--- config.mk ---
export PLATFORM = sky130hd
export DESIGN_NAME = instruction_fetch_ctrl
export DESIGN_NICKNAME = d
export VERILOG_FILES = /design/src/rtl/fetch_pkg.sv /design/src/rtl/fetch_fifo.sv /design/src/rtl/instruction_fetch_ctrl.sv
export SDC_FILE = /design/constraint.sdc
export NUM_CORES = 1
export LEC_CHECK = 0
export BUFFER_PORTS_ARGS = -buffer_cell sky130_fd_sc_hd__buf_4
export CORE_ASPECT_RATIO = 1.5
export CORE_MARGIN = 2
export CORE_UTILIZATION = 61
export CTS_CLUSTER_DIAMETER = 120
export DETAILED_ROUTE_END_ITERATION = 16
export HOLD_SLACK_MARGIN = 0.05
export PLACE_DENSITY = 0.83
export SLEW_MARGIN = 20
export SYNTH_ARGS = -nofsm -noshare
export SYNTH_HDL_FRONTEND = slang
export SYNTH_HIERARCHICAL = 1
export SYNTH_SLANG_ARGS = --single-unit
--- constraint.sdc ---
create_clock -name clk -period 5.32 [get_ports clk]
set_input_delay 0.532 -clock clk [delete_from_list [all_inputs] [get_ports clk]]
set_output_delay 0.532 -clock clk [all_outputs]
set_load 0.05 [all_outputs]
--- src/rtl/fetch_pkg.sv ---
// Shared types and constants for the instruction fetch controller.
package fetch_pkg;

    // Fetch controller states.
    typedef enum logic [1:0] {
        IDLE  = 2'd0,
        RUN   = 2'd1,
        FAULT = 2'd2
    } fetch_state_e;

    // The same encodings as plain constants for the logic-typed state register.
    localparam logic [1:0] S_IDLE  = 2'd0;
    localparam logic [1:0] S_RUN   = 2'd1;
    localparam logic [1:0] S_FAULT = 2'd2;

    localparam logic [31:0] INST_NOP = 32'h0000_0013;
    localparam logic [31:0] PC_STEP  = 32'd4;

    // True when a byte PC is word aligned.
    function automatic logic is_aligned(input logic [1:0] pc_low);
        return (pc_low == 2'b00);
    endfunction

endpackage

--- src/rtl/fetch_fifo.sv ---
// Two-entry FIFO of {pc, inst} pairs between the memory response and decode.
// Flush has priority over push and pop in the same cycle.
module fetch_fifo
    import fetch_pkg::*;
(
    input  logic        clk,
    input  logic        rst,
    input  logic        push,
    input  logic [63:0] push_data,
    input  logic        pop,
    input  logic        flush,
    output logic [63:0] pop_data,
    output logic [1:0]  count
);

    logic [63:0] entry_q [2];
    logic        rd_ptr;
    logic        wr_ptr;
    logic [1:0]  cnt;
    logic        do_push;
    logic        do_pop;

    // Guard against overflow/underflow so the pointers can never desynchronise.
    always_comb begin
        do_push = push && (cnt != 2'd2);
        do_pop  = pop && (cnt != 2'd0);
    end

    // Storage, pointers and occupancy.
    always_ff @(posedge clk or negedge rst) begin
        if (!rst) begin
            entry_q[0] <= '0;
            entry_q[1] <= '0;
            rd_ptr     <= 1'b0;
            wr_ptr     <= 1'b0;
            cnt        <= 2'd0;
        end else if (flush) begin
            rd_ptr <= 1'b0;
            wr_ptr <= 1'b0;
            cnt    <= 2'd0;
        end else begin
            if (do_push) begin
                entry_q[wr_ptr] <= push_data;
                wr_ptr          <= ~wr_ptr;
            end
            if (do_pop) begin
                rd_ptr <= ~rd_ptr;
            end
            cnt <= cnt + {1'b0, do_push} - {1'b0, do_pop};
        end
    end

    assign pop_data = entry_q[rd_ptr];
    assign count    = cnt;

endmodule

--- src/rtl/instruction_fetch_ctrl.sv ---
// Instruction fetch controller: owns the PC, drives the synchronous
// instruction memory and hands {pc, inst} pairs to decode.
//
// Output handshake: an entry transfers in any cycle where out_valid and
// out_ready are both 1. While out_valid is 1 and the entry has not
// transferred, out_pc and out_inst hold steady; out_valid never depends on
// out_ready. Only a redirect (flush) removes an entry without a transfer.
module instruction_fetch_ctrl
    import fetch_pkg::*;
#(
    parameter int          ADDR_W     = 10,
    parameter logic [31:0] RESET_PC   = 32'h0000_0000,
    parameter int          FIFO_DEPTH = 2
) (
    input  logic              clk,
    input  logic              rst,
    input  logic              fetch_en,
    output logic              mem_en,
    output logic [ADDR_W-1:0] mem_dir,
    input  logic [31:0]       mem_inst,
    output logic              out_valid,
    input  logic              out_ready,
    output logic [31:0]       out_pc,
    output logic [31:0]       out_inst,
    input  logic              redirect_valid,
    input  logic [31:0]       redirect_pc,
    output logic              fault,
    output logic [1:0]        dbg_state
);

    localparam int         LOW_W     = ADDR_W + 2;
    localparam logic [2:0] OCC_LIMIT = 3'(FIFO_DEPTH);

    logic [1:0]  state;
    logic [1:0]  state_nxt;
    logic [31:0] pc;
    logic [31:0] pc_inc;
    logic        inflight;
    logic        inflight_epoch;
    logic [31:0] inflight_pc;
    logic        epoch;
    logic        fault_q;

    logic [1:0]  fifo_count;
    logic [63:0] fifo_head;
    logic        pop;
    logic        push;
    logic [2:0]  occ;
    logic        issue;
    logic        redirect_ok;
    logic        redirect_bad;

    // Handshake, occupancy and issue decision.
    always_comb begin
        redirect_ok  = redirect_valid && is_aligned(redirect_pc[1:0]);
        redirect_bad = redirect_valid && !is_aligned(redirect_pc[1:0]);
        out_valid    = (fifo_count != 2'd0) && (state != S_FAULT);
        pop          = out_valid && out_ready;
        // Slots already claimed once this cycle's transfer has left.
        occ          = 3'(fifo_count) + 3'(inflight) - 3'(pop);
        issue        = (state == S_RUN) && (occ < OCC_LIMIT);
        // A response counts only if it belongs to the current epoch and no
        // redirect is flushing the buffer on this edge.
        push         = inflight && (inflight_epoch == epoch) && !redirect_valid;
        // Sequential PC wraps inside the memory's byte range, upper bits kept.
        pc_inc       = {pc[31:LOW_W], pc[LOW_W-1:0] + LOW_W'(PC_STEP)};
    end

    // Next-state logic; redirects take priority over the fetch_en transitions.
    always_comb begin
        state_nxt = state;
        if (redirect_bad) begin
            state_nxt = S_FAULT;
        end else if (redirect_ok) begin
            state_nxt = fetch_en ? S_RUN : S_IDLE;
        end else begin
            case (state)
                S_IDLE:  if (fetch_en)  state_nxt = S_RUN;
                S_RUN:   if (!fetch_en) state_nxt = S_IDLE;
                S_FAULT: state_nxt = S_FAULT;
                default: state_nxt = S_IDLE;
            endcase
        end
    end

    // FSM, PC, in-flight tracking, epoch and fault pulse.
    always_ff @(posedge clk or negedge rst) begin
        if (!rst) begin
            state          <= S_IDLE;
            pc             <= RESET_PC;
            inflight       <= 1'b0;
            inflight_epoch <= 1'b0;
            inflight_pc    <= '0;
            epoch          <= 1'b0;
            fault_q        <= 1'b0;
        end else begin
            state          <= state_nxt;
            fault_q        <= redirect_bad;
            inflight       <= issue;
            // The epoch captured here is the pre-redirect one, so a read
            // issued in a redirect cycle is recognised as stale on return.
            inflight_epoch <= epoch;
            if (issue) begin
                inflight_pc <= pc;
            end
            if (redirect_valid) begin
                epoch <= ~epoch;
            end
            if (redirect_ok) begin
                pc <= redirect_pc;
            end else if (issue) begin
                pc <= pc_inc;
            end
        end
    end

    fetch_fifo u_fifo (
        .clk       (clk),
        .rst       (rst),
        .push      (push),
        .push_data ({inflight_pc, mem_inst}),
        .pop       (pop),
        .flush     (redirect_valid),
        .pop_data  (fifo_head),
        .count     (fifo_count)
    );

    assign mem_en    = issue;
    assign mem_dir   = issue ? pc[LOW_W-1:2] : '0;
    assign out_pc    = out_valid ? fifo_head[63:32] : 32'd0;
    assign out_inst  = out_valid ? fifo_head[31:0]  : 32'd0;
    assign fault     = fault_q;
    assign dbg_state = state;

endmodule
==> summary.md, run 1 <==
| Metric | Value |
|---|---|
| Die Height | `155 µm` |
| DPL Wire Length | `12.3 mm` |
| Root Driver | `clkbuf_16` |
| Synthesis Warnings | `6` |
| Share of cells above drive strength 1 | `49.0%` |
| CORE AREA | `15000 µm²` |
| TritonRoute pass-1 iters | `4` |
| Total power draw | `4.25 mW` |
| Crit path launch type | `flop` |
| Yosys cell types | `42` |
| Worst-path clk slew | `0.06 ns` |
| CTS resizes | `0` |
| Initial cell density of the core | `62.1%` |
| Longest Clk Path Bufs | `3` |
| Num rows | `55` |
| Ranking of synthesized cells by area | `dfrtp_1, mux2_2, mux2_4` |
| Routed Antenna Nets | `0` |
| Met2 GRT Util | `42.8%` |
| Drt drc | `0` |
| Worst EP required | `4.79 ns` |
| Main synth FF type | `dfrtp_1` |
| Area leader, netlist | `dfrtp_1` |
| Initial drt markers | `237` |
| Via/cell ratio | `5.50` |
| Number of global-route vias before repair | `6182` |
| Pin count of the biggest net entering global routing | `114` |
| Diodes inserted | `0` |
| Max capacitance violation total | `0` |
| CTS tree | `built` |
| Least-Margin Pin Slew | `1.07 ns` |
| Gr ovfl total | `0` |
| Final Max Slew Viols | `0` |
| Port Buf Inserts | `147` |
| Final worst path period share | `76.8%` |
| Post-CTS Hold Buffers | `0` |
| CP max stage delay | `0.56 ns` |
| Critical path class | `reg2out` |
| Post-synth EDFFs | `0` |
| FF+latch count, synth | `202` |
| Grt met3 use | `2.68%` |
| Gpl congestion | `0.813` |
| Mapped cell area | `9310 µm²` |
| HP Class | `in2async` |
| Status | `complete, no violations` |
| Global-route met1 utilization | `30.1%` |
| Synth Instances | `690` |
| Final count of negative-setup-slack endpoints | `0` |
| Post-Route WL | `19.3 mm` |
| Slowest CP cell | `fa_1` |
| Buf/Inv on CP | `1` |
| Worst skew pair latency | `0.48 ns` |
| Antenna violations before repair | `0` |
| WL per Instance | `18.5 µm` |
| Hold Violations, Final | `0` |
| Max IR drop VDD | `223 µV` |
| Num CTS Buffers | `20` |
| Final-stage net count | `905` |
| Fmax | `245 MHz` |
| Busiest grt layer | `met2` |
| Slew margin rel. | `27.9%` |
| I/O pin count | `148` |
| Skew final | `0.00995 ns` |
| Commonest non-fill, non-tap cell in the layout | `dfrtp_1` |
| Critical path capture point type | `output port` |
| Leak | `5.59 nW` |
| Post-CTS setup repair buffer count | `0` |
| Die Area | `16300 µm²` |
| Most used cell, CP | `and2_1` |
| Global-route wire length before repair | `31.4 mm` |
| Clock sink total | `202` |
| Minimum clock period | `4.09 ns` |
| CP Cell Sequence | `nor2_1 > a21oi_4 > and2_1 > ha_1 > nand2b_1 > fa_1 > nand3b_1 > nor2_4 > and2_1 > buf_4` |
| Yosys top cell area share | `54.3%` |
| Synth-to-layout area growth | `19.6%` |
| Post-Syn Area per Cell | `13.5 µm²` |
| H-tree levels | `1` |
| Most frequent cells in the layout | `dfrtp_1, mux2_2, buf_4, and2_1, nand2_1` |
| Via count | `5733` |
| Worst endpoint data arrival time | `3.56 ns` |
| CP top delay family | `simple AND/OR/NAND/NOR gates` |
| Largest fanout on the critical path | `21` |
| Total Routing Usage GR | `23.9%` |
| Power per cell area | `382 nW/µm²` |
| Setup TNS Final | `0 ns` |
| Sequential area share after synthesis | `54.3%` |
| RSZ-0062 raised after global routing | `no` |
| Ys async rst share | `100%` |
| Syn_nets | `764` |
| Die Wd | `105 µm` |
registers in the layout (all words and copies together) (netlist names):
register        cells
u_fifo/count        2
inflight            1
pc                 32
u_fifo/wr_ptr       1
u_fifo/entry_q    128
u_fifo/rd_ptr       1
fault               1
inflight_epoch      1
dbg_state           2
epoch               1
inflight_pc        32
worst reg2reg max path: stages (launching register included):
cell	delay, ns
dfrtp_1	0.48
nor2_1	0.23
a21oi_4	0.05
and2_1	0.19
ha_1	0.27
nand2b_1	0.15
fa_1	0.56
nand3b_1	0.21
nor2_4	0.50
buf_4	0.45
mux2_2	0.39
worst paths after layout:
path	start	cells after the start	slack, ns	end
worst max-delay path	u_fifo/count[1]$_DFF_PN0_	10	1.23	mem_dir[0]
worst min-delay path	rst	1	0.15	u_fifo/entry_q[9]$_DFFE_PN0P_
worst max register to register	u_fifo/count[1]$_DFF_PN0_	10	1.71	inflight_pc[5]$_DFFE_PN0P_
worst min register to register	epoch$_DFFE_PN0P_	0	0.44	inflight_epoch$_DFF_PN0_
max in group asynchronous	rst	2	3.90	inflight_pc[31]$_DFFE_PN0P_
min in group clk	redirect_pc[15]	3	0.24	pc[15]$_DFFE_PN0P_
synthesized netlist by cell type, types with 2 or more instances:
cell      number
dfrtp_1      202
mux2_2       173
and2_1        76
nand2_1       73
mux2_4        40
buf_2         22
xnor2_1       11
mux2_1        10
nor2_1        10
buf_6          8
clkbuf_1       6
o21ai_1        6
a21oi_1        4
ha_1           4
inv_1          4
nand4_1        3
o21ai_0        3
xor2_1         3
buf_4          2
nand2b_1       2
nand3_1        2
nor2b_1        2
nor3_1         2
nor4_2         2
nor4_4         2
o21a_1         2
final cells by class:
class	instances	area, µm²
Inverter	5	18.8
Clock inverter	6	37.5
Tap cell	199	249
Sequential cell	202	5060
Multi-Input combinational cell	445	4020
Fill cell	1018	3870
Clock buffer	28	572
Timing Repair Buffer	157	1180
power breakdown:
part,switching [mW],total (mW),leakage (nW),internal [mW]
Combinational,0.291,0.815,2.61,0.525
Clock,0.569,1.32,0.303,0.752
Sequential,0.235,2.12,2.67,1.88
Total,1.09,4.25,5.59,3.16
per-stage QoR:
| stage | hold WS (ns) | worst slack, ns | area, µm² | instances | utilization, % |
|---|---|---|---|---|---|
| detailed placement | 0.434 | 1.75 | 10500 | 1008 | 70.2 |
| global route | 0.214 | 1.05 | 11100 | 1042 | 74.2 |
| global placement | 0.420 | 1.92 | 10500 | 1008 | 70.2 |
| finish | 0.148 | 1.23 | 11100 | 1042 | 74.2 |
| floorplan | 0.236 | 1.31 | 9310 | 690 | - |
| CTS | 0.202 | 1.25 | 11100 | 1042 | 74.2 |
layer usage:
metal	share of wire, %	wire (µm)
met5	0	0
met4	3.1	605
met3	3.5	681
met2	52	9990
met1	42	8050
logic make-up after synthesis:
logic type,Yosys count,synth area share [%]
mux,224,28.7
flops,202,54.3
simple gates,184,11.0
buf+inv,43,2.76
compound gates,18,1.14
xor+xnor,14,1.32
fa+ha+maj,5,0.753
(Power assumes the default switching activity.)
==> run 2: changes to the inputs <==
ABC_AREA = 1   (was not set)
CORE_UTILIZATION = 58   (was 61)
PLACE_DENSITY = 0.79   (was 0.83)
clock period = 3.9 ns   (was 5.32 ns; I/O delays follow)
==> run 2 against run 1 <==
- combinational power rose by 39%
- non-clock buffer count rose by 6
- utilization decreased by 5.1 points
- setup slack worse by 1.1 ns
- via count increased by 51%
- critical path depth grew 4
- critical endpoint unchanged
- global-route usage increased by 1.9 points
==> summary.md, run 2 <==
| Metric | Value |
|---|---|
| Skew final | `0.0152 ns (was 0.00995 ns)` |
| Synth-to-layout area growth | `16.4% (was 19.6%)` |
| DPL Wire Length | `14.3 mm (was 12.3 mm)` |
| Yosys cell types | `28 (was 42)` |
| Antenna violations before repair | `0 (unchanged)` |
| Slew margin rel. | `27.6% (was 27.9%)` |
| Final count of negative-setup-slack endpoints | `0 (unchanged)` |
| CORE AREA | `16800 µm² (was 15000 µm²)` |
| Syn_nets | `1377 (was 764)` |
| CP top delay family | `simple AND/OR/NAND/NOR gates (unchanged)` |
| Synthesis Warnings | `6 (unchanged)` |
| Ys async rst share | `100% (unchanged)` |
| Gpl congestion | `0.806 (was 0.813)` |
| WL per Instance | `14.8 µm (was 18.5 µm)` |
| Power per cell area | `515 nW/µm² (was 382 nW/µm²)` |
| Area leader, netlist | `dfrtp_1 (unchanged)` |
| CP startpoint | `u_fifo/count[1]$_DFF_PN0_ (unchanged)` |
| Number of global-route vias before repair | `8113 (was 6182)` |
| Area after DPL | `10900 µm² (was 10500 µm²)` |
| Critical path capture point type | `output port (unchanged)` |
| CTS tree | `built (unchanged)` |
| Longest Clk Path Bufs | `3 (unchanged)` |
| Leak | `6.33 nW (was 5.59 nW)` |
| CP Cell Sequence | `inv_1 > a21oi_4 > inv_2 > nor2_1 > ha_1 > or2_2 > fa_1 > inv_1 > nor2_4 > nand2_4 > clkinvlp_4 > nand2_1 > inv_1 > buf_4 (was nor2_1 > a21oi_4 > and2_1 > ha_1 > nand2b_1 > fa_1 > nand3b_1 > nor2_4 > and2_1 > buf_4)` |
| TritonRoute pass-1 iters | `7 (was 4)` |
| Pin count of the biggest net entering global routing | `121 (was 114)` |
| Crit path launch type | `flop (unchanged)` |
| I/O pin count | `148 (unchanged)` |
| Drt drc | `0 (unchanged)` |
| Initial cell density of the core | `59.4% (was 62.1%)` |
| Share of cells above drive strength 1 | `15.6% (was 49.0%)` |
| Post-Syn Area per Cell | `7.67 µm² (was 13.5 µm²)` |
| Critical path class | `reg2out (unchanged)` |
| Num CTS Buffers | `20 (unchanged)` |
| FF+latch count, synth | `202 (unchanged)` |
| Worst-path clk slew | `0.06 ns (about the same)` |
| Minimum clock period | `3.72 ns` |
| Status | `complete, no violations (unchanged)` |
| Clock sink total | `202 (unchanged)` |
| Area of the multi-input gates | `3930 µm² (was 4020 µm²)` |
| Most frequent cells in the layout | `nand2_1, dfrtp_1, buf_4, nand4_1, inv_1 (was dfrtp_1, mux2_2, buf_4, and2_1, nand2_1)` |
| Most used cell, CP | `inv_1 (was and2_1)` |
| Synth Instances | `1303 (was 690)` |
| Diodes inserted | `0 (unchanged)` |
| Least-Margin Pin Slew | `1.09 ns (was 1.07 ns)` |
| Routed Antenna Nets | `0 (unchanged)` |
| Buf/Inv on CP | `6 (was 1)` |
| Most flop-heavy register | `u_fifo/entry_q (unchanged)` |
| Initial drt markers | `712 (was 237)` |
| Fmax | `269 MHz` |
| Final worst path period share | `95.3%` |
| Die Wd | `111 µm (was 105 µm)` |
| Die Area | `18300 µm² (was 16300 µm²)` |
| Total Routing Usage GR | `25.8% (was 23.9%)` |
| Global-route wire length before repair | `39.1 mm (was 31.4 mm)` |
| Worst skew pair latency | `0.49 ns (was 0.48 ns)` |
| Ranking of synthesized cells by area | `dfrtp_1, nand2_1, nand4_1 (was dfrtp_1, mux2_2, mux2_4)` |
| Largest fanout on the critical path | `12 (was 21)` |
| Die Height | `165 µm (was 155 µm)` |
| Main synth FF type | `dfrtp_1 (unchanged)` |
| Hold Violations, Final | `0 (unchanged)` |
| Port Buf Inserts | `147 (unchanged)` |
| Sequential area share after synthesis | `50.6% (was 54.3%)` |
| H-tree levels | `1 (unchanged)` |
| Root Driver | `clkbuf_16 (unchanged)` |
| Via count | `8674 (was 5733)` |
| Post-Route WL | `23.9 mm (was 19.3 mm)` |
| Max reg flops | `128 (unchanged)` |
| Worst EP required | `3.51 ns (was 4.79 ns)` |
| Most common cell in the netlist | `nand2_1 (was dfrtp_1)` |
| Hold slack | `0.00209 ns (was 0.148 ns)` |
| RR Startpoint | `u_fifo/count[1]$_DFF_PN0_ (unchanged)` |
| RSZ-0062 raised after global routing | `no (unchanged)` |
| Register Area | `5060 µm² (about the same)` |
| Slowest CP cell | `fa_1 (unchanged)` |
| Final-layout fill cell count | `1460 (was 1018)` |
| HP Class | `in2async (unchanged)` |
| Num rows | `58 (was 55)` |
| Via/cell ratio | `5.35 (was 5.50)` |
| FF-to-FF setup slack | `0.70 ns (was 1.71 ns)` |
| Fin util | `69.1% (was 74.2%)` |
| Final-stage net count | `1472 (was 905)` |
| Post-synth EDFFs | `0 (unchanged)` |
| Post-route cell area | `11600 µm² (was 11100 µm²)` |
| Gr ovfl total | `0 (unchanged)` |
| Worst endpoint data arrival time | `3.33 ns (was 3.56 ns)` |
| CP max stage delay | `0.49 ns (was 0.56 ns)` |
| Mapped cell area | `10000 µm² (was 9310 µm²)` |
| Synth cell count leaders | `nand2_1, dfrtp_1, nand4_1, inv_1, nor2_1 (was dfrtp_1, mux2_2, and2_1, nand2_1, mux2_4)` |
| Max IR drop VDD | `398 µV (was 223 µV)` |
| Final Max Slew Viols | `0 (unchanged)` |
| Yosys top cell area share | `50.6% (was 54.3%)` |
| Max capacitance violation total | `0 (unchanged)` |
| Commonest non-fill, non-tap cell in the layout | `nand2_1 (was dfrtp_1)` |
| Largest registers | `u_fifo/entry_q: 128 flops, inflight_pc: 32 flops, pc: 32 flops (unchanged)` |
==> run 2: changes by cell type in the layout (fill, tap and decap cells not counted), moves of 6 or more <==
| cell | change |
|---|---|
| and2_1 | -76 |
| buf_4 | +6 |
| inv_1 | +113 |
| mux2_1 | -10 |
| mux2_2 | -173 |
| mux2_4 | -40 |
| nand2_1 | +489 |
| nand3_1 | +13 |
| nand4_1 | +128 |
| nor2_1 | +86 |
| o21ai_0 | +50 |
| o21ai_1 | -6 |
| xnor2_1 | -11 |
==> run 2: repair_timing <==
action	CTS	global route
gates resized for setup	0	2
setup buffers	0	0
hold buffers	0	0
setup endpoints to repair	0	2
==> run 2: cell type report <==
type                       instances  area share, %
multi-input combinational        888           33.8
clock buffer                      31           5.27
inverter                         123           4.00
sequential                       202           43.5
clock inverter                     4          0.656
tap                              210           2.26
timing repair buffer             163           10.6
==> run 2: routing by layer <==
metal  global-route usage (%)  wire [µm]  vias to the layer above
met4                     7.80        400                        0
met2                     46.0      12500                      277
met3                     2.61       1110                       30
met1                     33.6       9890                     4079
met5                        0          0                        -
li1                         -          -                     4288
==> run 2: worst paths after layout <==
kind | end | cells past startpoint
hold reg to reg | inflight_epoch$_DFF_PN0_ | 0
min in group clk | pc[28]$_DFFE_PN0P_ | 3
setup / recovery | mem_dir[0] | 14
max in group asynchronous | pc[20]$_DFFE_PN0P_ | 2
hold / removal | fault$_DFF_PN0_ | 1
setup reg to reg | pc[5]$_DFFE_PN0P_ | 16
==> run 2: where the power goes <==
part	switching (mW)	internal, mW	leakage (nW)
Sequential	0.316	2.55	2.69
Clock	0.781	1.22	0.334
Combinational	0.716	0.412	3.30
Total	1.81	4.18	6.33
==> run 2: through the flow <==
stage	total power, mW	TNS (ns)	instances	setup WS, ns
finish	6.00	0	1621	0.181
global route	6.36	0	1621	0.0273
CTS	6.02	0	1620	0.0737
floorplan	3.65	-0.987	1303	-0.123
detailed placement	4.02	0	1585	0.610
global placement	3.95	0	1585	0.688
==> run 2: cells by family (layout without fill, tap and decap cells) <==
| logic type | count (synthesis) | count (layout) | synth area share [%] |
|---|---|---|---|
| AOI/OAI and AO/OA | 58 | 58 | 3.00 |
| xor gates and xnor gates | 3 | 3 | 0.263 |
| adders and majority gates | 5 | 5 | 0.701 |
| buffers and inverters | 214 | 321 | 10.5 |
| DFF | 202 | 202 | 50.6 |
| and+or+nand+nor | 821 | 822 | 34.9 |
==> run 3: changes to the inputs <==
ABC_AREA = 0   (was 1)
CORE_UTILIZATION = 57   (was 58)
PLACE_DENSITY = 0.78   (was 0.79)
==> run 3 against run 2 <==
- clock-buffer cell count fell by 1
- via count fell by 34%
- hold slack got worse by 0.019 ns
- combinational power barely moved
- the flow now finishes with violations (negative hold slack)
==> summary.md, run 3 (same netlist as run 1, synthesis figures left out) <==
| Metric | Value |
|---|---|
| Worst skew pair latency | `0.48 ns (was 0.49 ns)` |
| Pin count of the biggest net entering global routing | `130 (was 121)` |
| Global-route wire length before repair | `31.3 mm (was 39.1 mm)` |
| CP max stage delay | `0.57 ns (was 0.49 ns)` |
| Number of global-route vias before repair | `6204 (was 8113)` |
| Post-CTS Hold Buffers | `0 (unchanged)` |
| Post-Route WL | `19.0 mm (was 23.9 mm)` |
| Longest Clk Path Bufs | `3 (unchanged)` |
| Hold Violations, Final | `11 (was 0)` |
| Critical path capture point type | `output port (unchanged)` |
| HP Class | `in2async (unchanged)` |
| CP startpoint | `u_fifo/count[1]$_DFF_PN0_ (unchanged)` |
| I/O pin count | `148 (unchanged)` |
| Worst EP required | `3.51 ns (about the same)` |
| Critical path class | `reg2out (unchanged)` |
| Slowest CP cell | `fa_1 (unchanged)` |
| WL per Instance | `18.1 µm (was 14.8 µm)` |
| CORE AREA | `16100 µm² (was 16800 µm²)` |
| Synth-to-layout area growth | `21.0% (was 16.4%)` |
| Gr ovfl total | `0 (unchanged)` |
| Layout Cells excl Fill | `1050 (was 1621)` |
| Setup TNS Final | `0 ns (unchanged)` |
| Final Max Slew Viols | `0 (unchanged)` |
| Post-CTS setup repair buffer count | `0 (unchanged)` |
| Dpl cells | `1015 (was 1585)` |
| CP Cell Sequence | `nor2_1 > a21oi_4 > and2_1 > ha_1 > nand2b_1 > fa_1 > nand3b_1 > nor2_4 > and2_1 > buf_4 (was inv_1 > a21oi_4 > inv_2 > nor2_1 > ha_1 > or2_2 > fa_1 > inv_1 > nor2_4 > nand2_4 > clkinvlp_4 > nand2_1 > inv_1 > buf_4)` |
| Leak | `5.64 nW (was 6.33 nW)` |
| H-tree levels | `1 (unchanged)` |
| Num CTS Buffers | `20 (unchanged)` |
| Sw Pwr | `1.46 mW (was 1.81 mW)` |
| Combinational power share | `18.5% (was 18.8%)` |
| TritonRoute pass-1 iters | `6 (was 7)` |
| Antenna violations before repair | `0 (unchanged)` |
| Total Routing Usage GR | `22.5% (was 25.8%)` |
| Most used cell, CP | `and2_1 (was inv_1)` |
| Violated checks | `negative hold slack` |
| Clock sink total | `202 (unchanged)` |
| RR Startpoint | `u_fifo/count[1]$_DFF_PN0_ (unchanged)` |
| Root Driver | `clkbuf_16 (unchanged)` |
| Sequential Power Share | `48.0% (was 47.9%)` |
| Final-stage net count | `906 (was 1472)` |
| Max IR drop VDD | `387 µV (was 398 µV)` |
| CP top delay family | `simple AND/OR/NAND/NOR gates (unchanged)` |
| Crit path launch type | `flop (unchanged)` |
| Final worst path period share | `95.0% (was 95.3%)` |
| Status | `complete, but fails checks (was complete, no violations)` |
| Fmax | `270 MHz (was 269 MHz)` |
| Max reg flops | `128 (unchanged)` |
| Share of cells above drive strength 1 | `49.2% (was 15.6%)` |
| Power per cell area | `533 nW/µm² (was 515 nW/µm²)` |
| Max capacitance violation total | `0 (unchanged)` |
| Clock power share | `33.5% (was 33.3%)` |
| Most flop-heavy register | `u_fifo/entry_q (unchanged)` |
| Int Power | `4.54 mW (was 4.18 mW)` |
| Initial drt markers | `249 (was 712)` |
| Diodes inserted | `0 (unchanged)` |
| Via/cell ratio | `5.44 (was 5.35)` |
| Port Buf Inserts | `147 (unchanged)` |
| DPL Wire Length | `12.0 mm (was 14.3 mm)` |
| Num rows | `57 (was 58)` |
| Final-layout fill cell count | `1157 (was 1460)` |
| Least-Margin Pin Slew | `0.967 ns (was 1.09 ns)` |
| Die Height | `161 µm (was 165 µm)` |
| Die Wd | `108 µm (was 111 µm)` |
| Die Area | `17400 µm² (was 18300 µm²)` |
| Buf/Inv on CP | `1 (was 6)` |
| Most frequent cells in the layout | `dfrtp_1, mux2_2, buf_4, and2_1, nand2_1 (was nand2_1, dfrtp_1, buf_4, nand4_1, inv_1)` |
| CTS tree | `built (unchanged)` |
| Gpl congestion | `0.850 (was 0.806)` |
| Routed Antenna Nets | `0 (unchanged)` |
| Worst endpoint data arrival time | `3.32 ns (was 3.33 ns)` |
| Final count of negative-setup-slack endpoints | `0 (unchanged)` |
| Minimum clock period | `3.71 ns (was 3.72 ns)` |
| Worst-path clk slew | `0.06 ns (about the same)` |
| Hold slack | `-0.0174 ns (was 0.00209 ns)` |
| Slew margin rel. | `35.5% (was 27.6%)` |
| CTS resizes | `0 (unchanged)` |
| Largest registers | `u_fifo/entry_q: 128 flops, inflight_pc: 32 flops, pc: 32 flops (unchanged)` |
| Via count | `5714 (was 8674)` |
| Largest fanout on the critical path | `14 (was 12)` |
| Drt drc | `0 (unchanged)` |
| Area of the multi-input gates | `4020 µm² (was 3930 µm²)` |
| RSZ-0062 raised after global routing | `no (unchanged)` |
| Register Area | `5060 µm² (about the same)` |
| Skew final | `0.00885 ns (was 0.0152 ns)` |
| Commonest non-fill, non-tap cell in the layout | `dfrtp_1 (was nand2_1)` |
| Initial cell density of the core | `57.8% (was 59.4%)` |
| Switch share | `24.3% (was 30.2%)` |
-- run 3: cell count changes in the layout (fill, tap and decap cells not counted), sizes merged, moves of 76 or more --
| cell | change |
|---|---|
| nand2 | -494 |
| mux2 | +223 |
| nand4 | -128 |
| inv | -118 |
| nor2 | -91 |
| and2 | +76 |
-- run 3: worst paths after layout --
path | end | cells after the start | slack (ns)
worst max-delay path | mem_dir[6] | 10 | 0.19
worst min-delay path | u_fifo/entry_q[124]$_DFFE_PN0P_ | 1 | -0.02
worst max register to register | inflight_pc[25]$_DFFE_PN0P_ | 10 | 0.45
worst min register to register | inflight_epoch$_DFF_PN0_ | 0 | 0.44
max in group asynchronous | pc[3]$_DFFE_PN0P_ | 2 | 3.00
min in group clk | pc[12]$_DFFE_PN0P_ | 3 | 0.11
-- run 3: metrics by stage --
stage	total power [mW]	hold WS [ns]	worst slack (ns)	cell area (µm²)	utilization, %
floorplan	3.68	0.0944	0.0366	9310	-
CTS	6.07	0.0933	0.188	11300	69.8
global route	6.31	0.0780	0.0226	11300	69.9
global placement	3.94	0.421	0.575	10600	65.5
detailed placement	4.03	0.426	0.502	10600	65.5
finish	6.00	-0.0174	0.195	11300	69.9
-- run 3: power by group through the flow --
| stage | combinational (mW) | sequential, mW | clock [mW] |
|---|---|---|---|
| final | 1.11 | 2.88 | 2.01 |
| after global routing | 1.21 | 2.94 | 2.15 |
| after CTS | 1.13 | 2.88 | 2.06 |
| after detailed placement | 1.12 | 2.92 | 0 |
| after global placement | 1.07 | 2.87 | 0 |
| after floorplan | 0.868 | 2.81 | 0 |
-- run 3: routing by layer --
layer / vias to the layer above / global-route usage, % / part of all wire, %
met5: - / 0 / 0
met4: 0 / 6.06 / 1.6
met3: 28 / 3.00 / 4.8
met2: 155 / 40.6 / 53
met1: 2892 / 28.2 / 41
li1: 2639 / - / -
-- run 3: area by class of cell --
cell class	instances	area share [%]
flip-flops and latches	202	44.9
multi-input cells	445	35.6
repair buffers	158	10.9
clock buffers	30	5.32
well taps	206	2.29
clock inverters	4	0.844
inverters	5	0.167
